`config.mk`:
```
export PLATFORM = sky130hd
export DESIGN_NAME = mem_lsu
export DESIGN_NICKNAME = d
export VERILOG_FILES = /design/src/rtl/mem_lsu.sv
export SDC_FILE = /design/constraint.sdc
export NUM_CORES = 1
export LEC_CHECK = 0
export ABC_AREA = 1
export BUFFER_PORTS_ARGS = -buffer_cell sky130_fd_sc_hd__buf_2
export CAP_MARGIN = 20
export CORE_MARGIN = 2
export CORE_UTILIZATION = 39
export CTS_CLUSTER_DIAMETER = 50
export DETAILED_ROUTE_END_ITERATION = 7
export PLACE_DENSITY_LB_ADDON = 0.12
export SLEW_MARGIN = 20
export SYNTH_ARGS = -nofsm -noshare
export SYNTH_HDL_FRONTEND = slang
export SYNTH_SLANG_ARGS = --single-unit
```
`constraint.sdc`:
```
create_clock -name clk -period 1.8 [get_ports clk]
set_input_delay 0.36 -clock clk [delete_from_list [all_inputs] [get_ports clk]]
set_output_delay 0.36 -clock clk [all_outputs]
set_load 0.1 [all_outputs]
```
`src/rtl/mem_lsu.sv`:
```
// -----------------------------------------------------------------------------
// mem_lsu : memory stage sitting directly after execute.
//   - Registers execute-stage writeback results for non-memory ops (1 cycle).
//   - Runs data-memory loads/stores (oh 11..18) over a req/ack bus.
//   - Stalls the pipeline through hold2ctrl while an access is outstanding.
//   - Aborts an access with a bus_err pulse after TIMEOUT cycles without ack.
// Ports:
//   clk, rst_n                  clock, synchronous active-low reset
//   in_valid, oh, mem_addr,     execute-stage op, address, store data,
//   store_data, rd_addr_in,     destination register and ALU result
//   rd_data_in, rd_wen_in
//   rd_addr, rd_data,           registered writeback towards the register file
//   rd_wen2reg
//   hold2ctrl                   stall request to ctrl
//   misalign_err, bus_err       single-cycle error pulses
//   dmem_req/we/be/addr/wdata   data-memory request (held until ack)
//   dmem_ack, dmem_rdata        data-memory response
// -----------------------------------------------------------------------------
module mem_lsu #(
    parameter int unsigned TIMEOUT = 255
) (
    input  logic        clk,
    input  logic        rst_n,
    input  logic        in_valid,
    input  logic [6:0]  oh,
    input  logic [31:0] mem_addr,
    input  logic [31:0] store_data,
    input  logic [4:0]  rd_addr_in,
    input  logic [31:0] rd_data_in,
    input  logic        rd_wen_in,
    output logic [4:0]  rd_addr,
    output logic [31:0] rd_data,
    output logic        rd_wen2reg,
    output logic        hold2ctrl,
    output logic        misalign_err,
    output logic        bus_err,
    output logic        dmem_req,
    output logic        dmem_we,
    output logic [3:0]  dmem_be,
    output logic [31:0] dmem_addr,
    output logic [31:0] dmem_wdata,
    input  logic        dmem_ack,
    input  logic [31:0] dmem_rdata
);

    localparam int unsigned CW = $clog2(TIMEOUT + 1);

    localparam logic [6:0] OP_LB  = 7'd11;
    localparam logic [6:0] OP_LH  = 7'd12;
    localparam logic [6:0] OP_LW  = 7'd13;
    localparam logic [6:0] OP_LBU = 7'd14;
    localparam logic [6:0] OP_LHU = 7'd15;
    localparam logic [6:0] OP_SB  = 7'd16;
    localparam logic [6:0] OP_SH  = 7'd17;
    localparam logic [6:0] OP_SW  = 7'd18;

    typedef enum logic {
        S_IDLE,
        S_REQ
    } state_t;

    state_t        state_q,   state_d;
    logic [CW-1:0] cnt_q,     cnt_d;
    logic          req_q,     req_d;
    logic          we_q,      we_d;
    logic [3:0]    be_q,      be_d;
    logic [31:0]   addr_q,    addr_d;
    logic [31:0]   wdata_q,   wdata_d;
    logic [6:0]    op_q,      op_d;
    logic [1:0]    off_q,     off_d;
    logic [4:0]    lrd_q,     lrd_d;
    logic [4:0]    rd_addr_q, rd_addr_d;
    logic [31:0]   rd_data_q, rd_data_d;
    logic          rd_wen_q,  rd_wen_d;
    logic          mis_q,     mis_d;
    logic          berr_q,    berr_d;

    // Decode of the incoming op
    logic        is_load, is_store, is_mem;
    logic        sz_byte, sz_half, sz_word;
    logic        aligned;
    logic [3:0]  be_new;
    logic [31:0] wdata_new;

    always_comb begin
        is_load   = (oh >= OP_LB) && (oh <= OP_LHU);
        is_store  = (oh >= OP_SB) && (oh <= OP_SW);
        is_mem    = is_load || is_store;
        sz_byte   = (oh == OP_LB) || (oh == OP_LBU) || (oh == OP_SB);
        sz_half   = (oh == OP_LH) || (oh == OP_LHU) || (oh == OP_SH);
        sz_word   = (oh == OP_LW) || (oh == OP_SW);
        aligned   = sz_byte
                 || (sz_half && !mem_addr[0])
                 || (sz_word && (mem_addr[1:0] == 2'b00));
        be_new    = 4'b1111;
        wdata_new = '0;
        case (oh)
            OP_SB: begin
                be_new    = 4'b0001 << mem_addr[1:0];
                wdata_new = {4{store_data[7:0]}};
            end
            OP_SH: begin
                be_new    = mem_addr[1] ? 4'b1100 : 4'b0011;
                wdata_new = {2{store_data[15:0]}};
            end
            OP_SW: begin
                be_new    = 4'b1111;
                wdata_new = store_data;
            end
            default: ;
        endcase
    end

    // Load data alignment and extension; the latched byte offset shifts the
    // addressed lane down to bit 0 (half accesses are already 2-aligned).
    logic [31:0] shifted;
    logic [31:0] load_val;
    logic        op_is_load;

    always_comb begin
        shifted    = dmem_rdata >> {off_q, 3'b000};
        op_is_load = (op_q >= OP_LB) && (op_q <= OP_LHU);
        case (op_q)
            OP_LB:   load_val = {{24{shifted[7]}}, shifted[7:0]};
            OP_LBU:  load_val = {24'd0, shifted[7:0]};
            OP_LH:   load_val = {{16{shifted[15]}}, shifted[15:0]};
            OP_LHU:  load_val = {16'd0, shifted[15:0]};
            default: load_val = shifted;
        endcase
    end

    // Next-state / output logic
    always_comb begin
        state_d   = state_q;
        cnt_d     = cnt_q;
        req_d     = req_q;
        we_d      = we_q;
        be_d      = be_q;
        addr_d    = addr_q;
        wdata_d   = wdata_q;
        op_d      = op_q;
        off_d     = off_q;
        lrd_d     = lrd_q;
        rd_addr_d = '0;
        rd_data_d = '0;
        rd_wen_d  = 1'b0;
        mis_d     = 1'b0;
        berr_d    = 1'b0;
        hold2ctrl = 1'b0;

        case (state_q)
            S_IDLE: begin
                if (in_valid) begin
                    if (!is_mem) begin
                        rd_addr_d = rd_addr_in;
                        rd_data_d = rd_data_in;
                        rd_wen_d  = rd_wen_in && (rd_addr_in != 5'd0);
                    end else if (!aligned) begin
                        mis_d = 1'b1;
                    end else begin
                        hold2ctrl = 1'b1;
                        state_d   = S_REQ;
                        cnt_d     = '0;
                        req_d     = 1'b1;
                        we_d      = is_store;
                        be_d      = be_new;
                        addr_d    = {mem_addr[31:2], 2'b00};
                        wdata_d   = wdata_new;
                        op_d      = oh;
                        off_d     = mem_addr[1:0];
                        lrd_d     = rd_addr_in;
                    end
                end
            end

            S_REQ: begin
                hold2ctrl = !dmem_ack;
                // Ack is tested first so that it wins over a same-cycle timeout.
                if (dmem_ack || (cnt_q == CW'(TIMEOUT - 1))) begin
                    state_d = S_IDLE;
                    cnt_d   = '0;
                    req_d   = 1'b0;
                    we_d    = 1'b0;
                    be_d    = '0;
                    addr_d  = '0;
                    wdata_d = '0;
                    if (dmem_ack) begin
                        if (op_is_load) begin
                            rd_addr_d = lrd_q;
                            rd_data_d = load_val;
                            rd_wen_d  = (lrd_q != 5'd0);
                        end
                    end else begin
                        berr_d = 1'b1;
                    end
                end else begin
                    cnt_d = cnt_q + CW'(1);
                end
            end

            default: state_d = S_IDLE;
        endcase
    end

    always_ff @(posedge clk) begin
        if (!rst_n) begin
            state_q   <= S_IDLE;
            cnt_q     <= '0;
            req_q     <= 1'b0;
            we_q      <= 1'b0;
            be_q      <= '0;
            addr_q    <= '0;
            wdata_q   <= '0;
            op_q      <= '0;
            off_q     <= '0;
            lrd_q     <= '0;
            rd_addr_q <= '0;
            rd_data_q <= '0;
            rd_wen_q  <= 1'b0;
            mis_q     <= 1'b0;
            berr_q    <= 1'b0;
        end else begin
            state_q   <= state_d;
            cnt_q     <= cnt_d;
            req_q     <= req_d;
            we_q      <= we_d;
            be_q      <= be_d;
            addr_q    <= addr_d;
            wdata_q   <= wdata_d;
            op_q      <= op_d;
            off_q     <= off_d;
            lrd_q     <= lrd_d;
            rd_addr_q <= rd_addr_d;
            rd_data_q <= rd_data_d;
            rd_wen_q  <= rd_wen_d;
            mis_q     <= mis_d;
            berr_q    <= berr_d;
        end
    end

    assign rd_addr      = rd_addr_q;
    assign rd_data      = rd_data_q;
    assign rd_wen2reg   = rd_wen_q;
    assign misalign_err = mis_q;
    assign bus_err      = berr_q;
    assign dmem_req     = req_q;
    assign dmem_we      = we_q;
    assign dmem_be      = be_q;
    assign dmem_addr    = addr_q;
    assign dmem_wdata   = wdata_q;

endmodule

```
==> metrics.txt <==
Synth cell types 36; routed vias/inst 4.815; mux cell area share after synthesis 0.01061; die area 17980 um2; Clock Tree Root clkbuf_16; status completed; VDD IR-drop max 0.7106 mV; Crit path max-delay family simple AND/OR/NAND/NOR gates; IO Pins 256; post-route ant nets 0; Crit Path Class primary input to output port; top cells by count, synth 252 x nand2_1, 139 x nand3_1, 131 x dfxtp_1; final std cells w/o fill 1510; routed wire length 20000 um; GP Congestion 0.8768; worst path buffer plus inverter count 3; CTS Buffer Depth 2; number of buffers created by CTS 17; Synth Area in Adders 0.003791; post-synthesis compound-gate area fraction 0.1414; Final Hold Fails 0; synthesized cell area 6601 um2; Tot GR Track Use 0.2198; highest routed layer met4; CTS tree done; fin crit share 0.9747; GRT overflow 0; min cycle time layout 1.754 ns; critical path cell sequence buf_6, nor3_2, buf_4, nand2_2, nand2_2, nand2_4, nand3_4, nand2_4, nand2_8, buf_12; unrepaired setup endpoints after global routing yes; synth top area cells dfxtp_1 40%, nand2_1 14%, nand3_1 11%; flops & latches, synth 131; Synth Area in Simple Gates 0.3457; flop2flop setup slack 0.15 ns; yosys warns 0; Die Wd 134.1 um; vias in the first global route 6452; Top FF cell, synth dfxtp_1; final cell utilization of the core 0.5515; cell taking the most area after synthesis dfxtp_1; ys async rst share 0; CTS sink cnt 131; WL met1 9167 um; num rows 47; Leak 4.620 nW; Core ar. 16580 um2; FMAX 570.0 MHz; hold_buf cts 0; initial antenna violation count 1; wire per inst 13.24 um; DRC 0; layout cells sized above 1 0.3026; final slew viol count 0; Syn Area/Cell 6.530 um2; most common cell in the synthesized netlist nand2_1; Die Span Y 134.1 um; largest net degree at the start of global routing 48; Syn Inst Count 1011; Seq/Total Area, Yosys 0.3973; drt initial violations 427; Worst Path Arrival 1.39 ns; main combinational cell family by area after synthesis simple AND/OR/NAND/NOR gates; placed cell count 1470; final setup vio count 0; Setup Skew 0.01054 ns; slowest stage delay, CP 0.18 ns; metal2 WL 9351 um; IO buf count 253; kind of end point of the critical path output port; Layout Nets 1423; H-tree Lvls 4; Worst EP required 1.44 ns; first-pass GRT wire length 31910 um; Post-synth EDFFs 0; met3 routed WL 1118 um; HP Class primary input to flip-flop; Final HPWL DP 14770 um; Critical-path top delay cell nor3_2; critical-path maximum fanout 4; Via Count 7271; area growth from synthesis to layout 38.55%; Post-Synth XOR/XNOR Area 0.005307; Pre-Repair DR Iteration Count 4; Synth top area share 0.3973; Initial Util 0.3981; Max Cap Violations 0; Power Density 843.0 nW/um2; Clock transition at path regs 0.07 ns; type of origin of the critical path primary input; Clock Latency Late Sink 0.42 ns
through the flow:
stage / hold slack [ns] / area, um2 / setup slack, ns / setup TNS [ns] / total power, mW
5_1_grt: 0.1646 / 9146 / -0.07874 / -0.08324 / 8.011
6_report: 0.1714 / 9146 / 0.04560 / 0 / 7.710
4_1_cts: 0.1510 / 9030 / 0.007873 / 0 / 7.771
2_1_floorplan: 0.4176 / 6631 / 0.01762 / 0 / 3.938
3_3_place_gp: 0.4241 / 8403 / -0.1523 / -6.132 / 4.324
3_5_place_dp: 0.4263 / 8403 / -0.1491 / -6.890 / 4.322
power breakdown:
group          total [mW]  internal, mW  switching [mW]
Clock                3.43          1.97            1.47
Sequential           3.00          2.97          0.0270
Combinational        1.28         0.350           0.930
Total                7.71          5.29            2.42
state kept, by name (all words and copies together), names as in the netlist:
register / count
dmem_be: 4
state_q: 1
dmem_wdata: 32
cnt_q: 8
bus_err: 1
misalign_err: 1
rd_wen2reg: 1
rd_data: 32
rd_addr: 5
off_q: 2
dmem_addr: 30
dmem_req: 1
lrd_q: 5
dmem_we: 1
op_q: 7
path summary, 6_finish.rpt:
| check | start | endpoint | depth (start not counted) |
|---|---|---|---|
| worst max-delay path | oh[4] | hold2ctrl | 10 |
| worst min-delay path | mem_addr[4] | dmem_addr[4] | 3 |
| worst max register to register | cnt_q[0] | dmem_addr[20] | 11 |
| worst min register to register | op_q[6] | op_q[6] | 2 |
timing repair:
item | 4_1_cts | 5_1_grt
setup endpoints to repair | 1 | 40
hold endpoints to repair | 0 | 0
resized for setup | 11 | 20
pin swaps | 1 | 9
cloned | 0 | 0
buffers inserted | 0 | 7
layout make-up:
cell class | count | area [um2]
Antenna cell | 1 | 2.502
Clock buffer | 17 | 425.4
Clock inverter | 15 | 160.2
Fill cell | 1692 | 7437
Inverter | 81 | 306.5
Multi-Input combinational cell | 732 | 3460
Sequential cell | 131 | 2626
Tap cell | 220 | 275.3
Timing Repair Buffer | 313 | 1891
cells by family (layout without fill, tap and decap cells):
family,after synthesis,after routing
compound gates,179,179
flops,131,131
fa+ha+maj,2,2
other cells,1,3
simple gates,538,538
mux,7,7
buf+inv,149,426
xor+xnor,4,4
layer usage:
metal	up-vias	GRT usage
li1	3815	-
met2	185	0.3607
met4	0	0.07310
met3	26	0.05140
met1	3245	0.2858
met5	-	0
worst reg2reg max path: cells and delay by family (launching register included):
family / cells / cell delay, ns
AOI/OAI and AO/OA: 2 / 0.25
adders and majority gates: 1 / 0.15
buffers and inverters: 3 / 0.40
DFF: 1 / 0.32
and+or+nand+nor: 5 / 0.43
placed cells by master (no fill, tap or decap), types with 5 or more instances in the layout:
master	synthesis	final
nor2_1	119	115
inv_1	71	71
inv_6	0	5
buf_4	6	50
a21oi_1	102	102
nand2_1	252	245
inv_8	0	5
o21ai_0	41	41
nand3_1	139	139
dfxtp_1	131	130
buf_12	0	12
o21ai_1	22	22
nor2_2	4	5
nand2_2	4	8
buf_2	26	248
mux2i_1	7	7
inv_2	10	9
clkbuf_16	0	17
No activity file was read; power rests on OpenSTA's default activity.
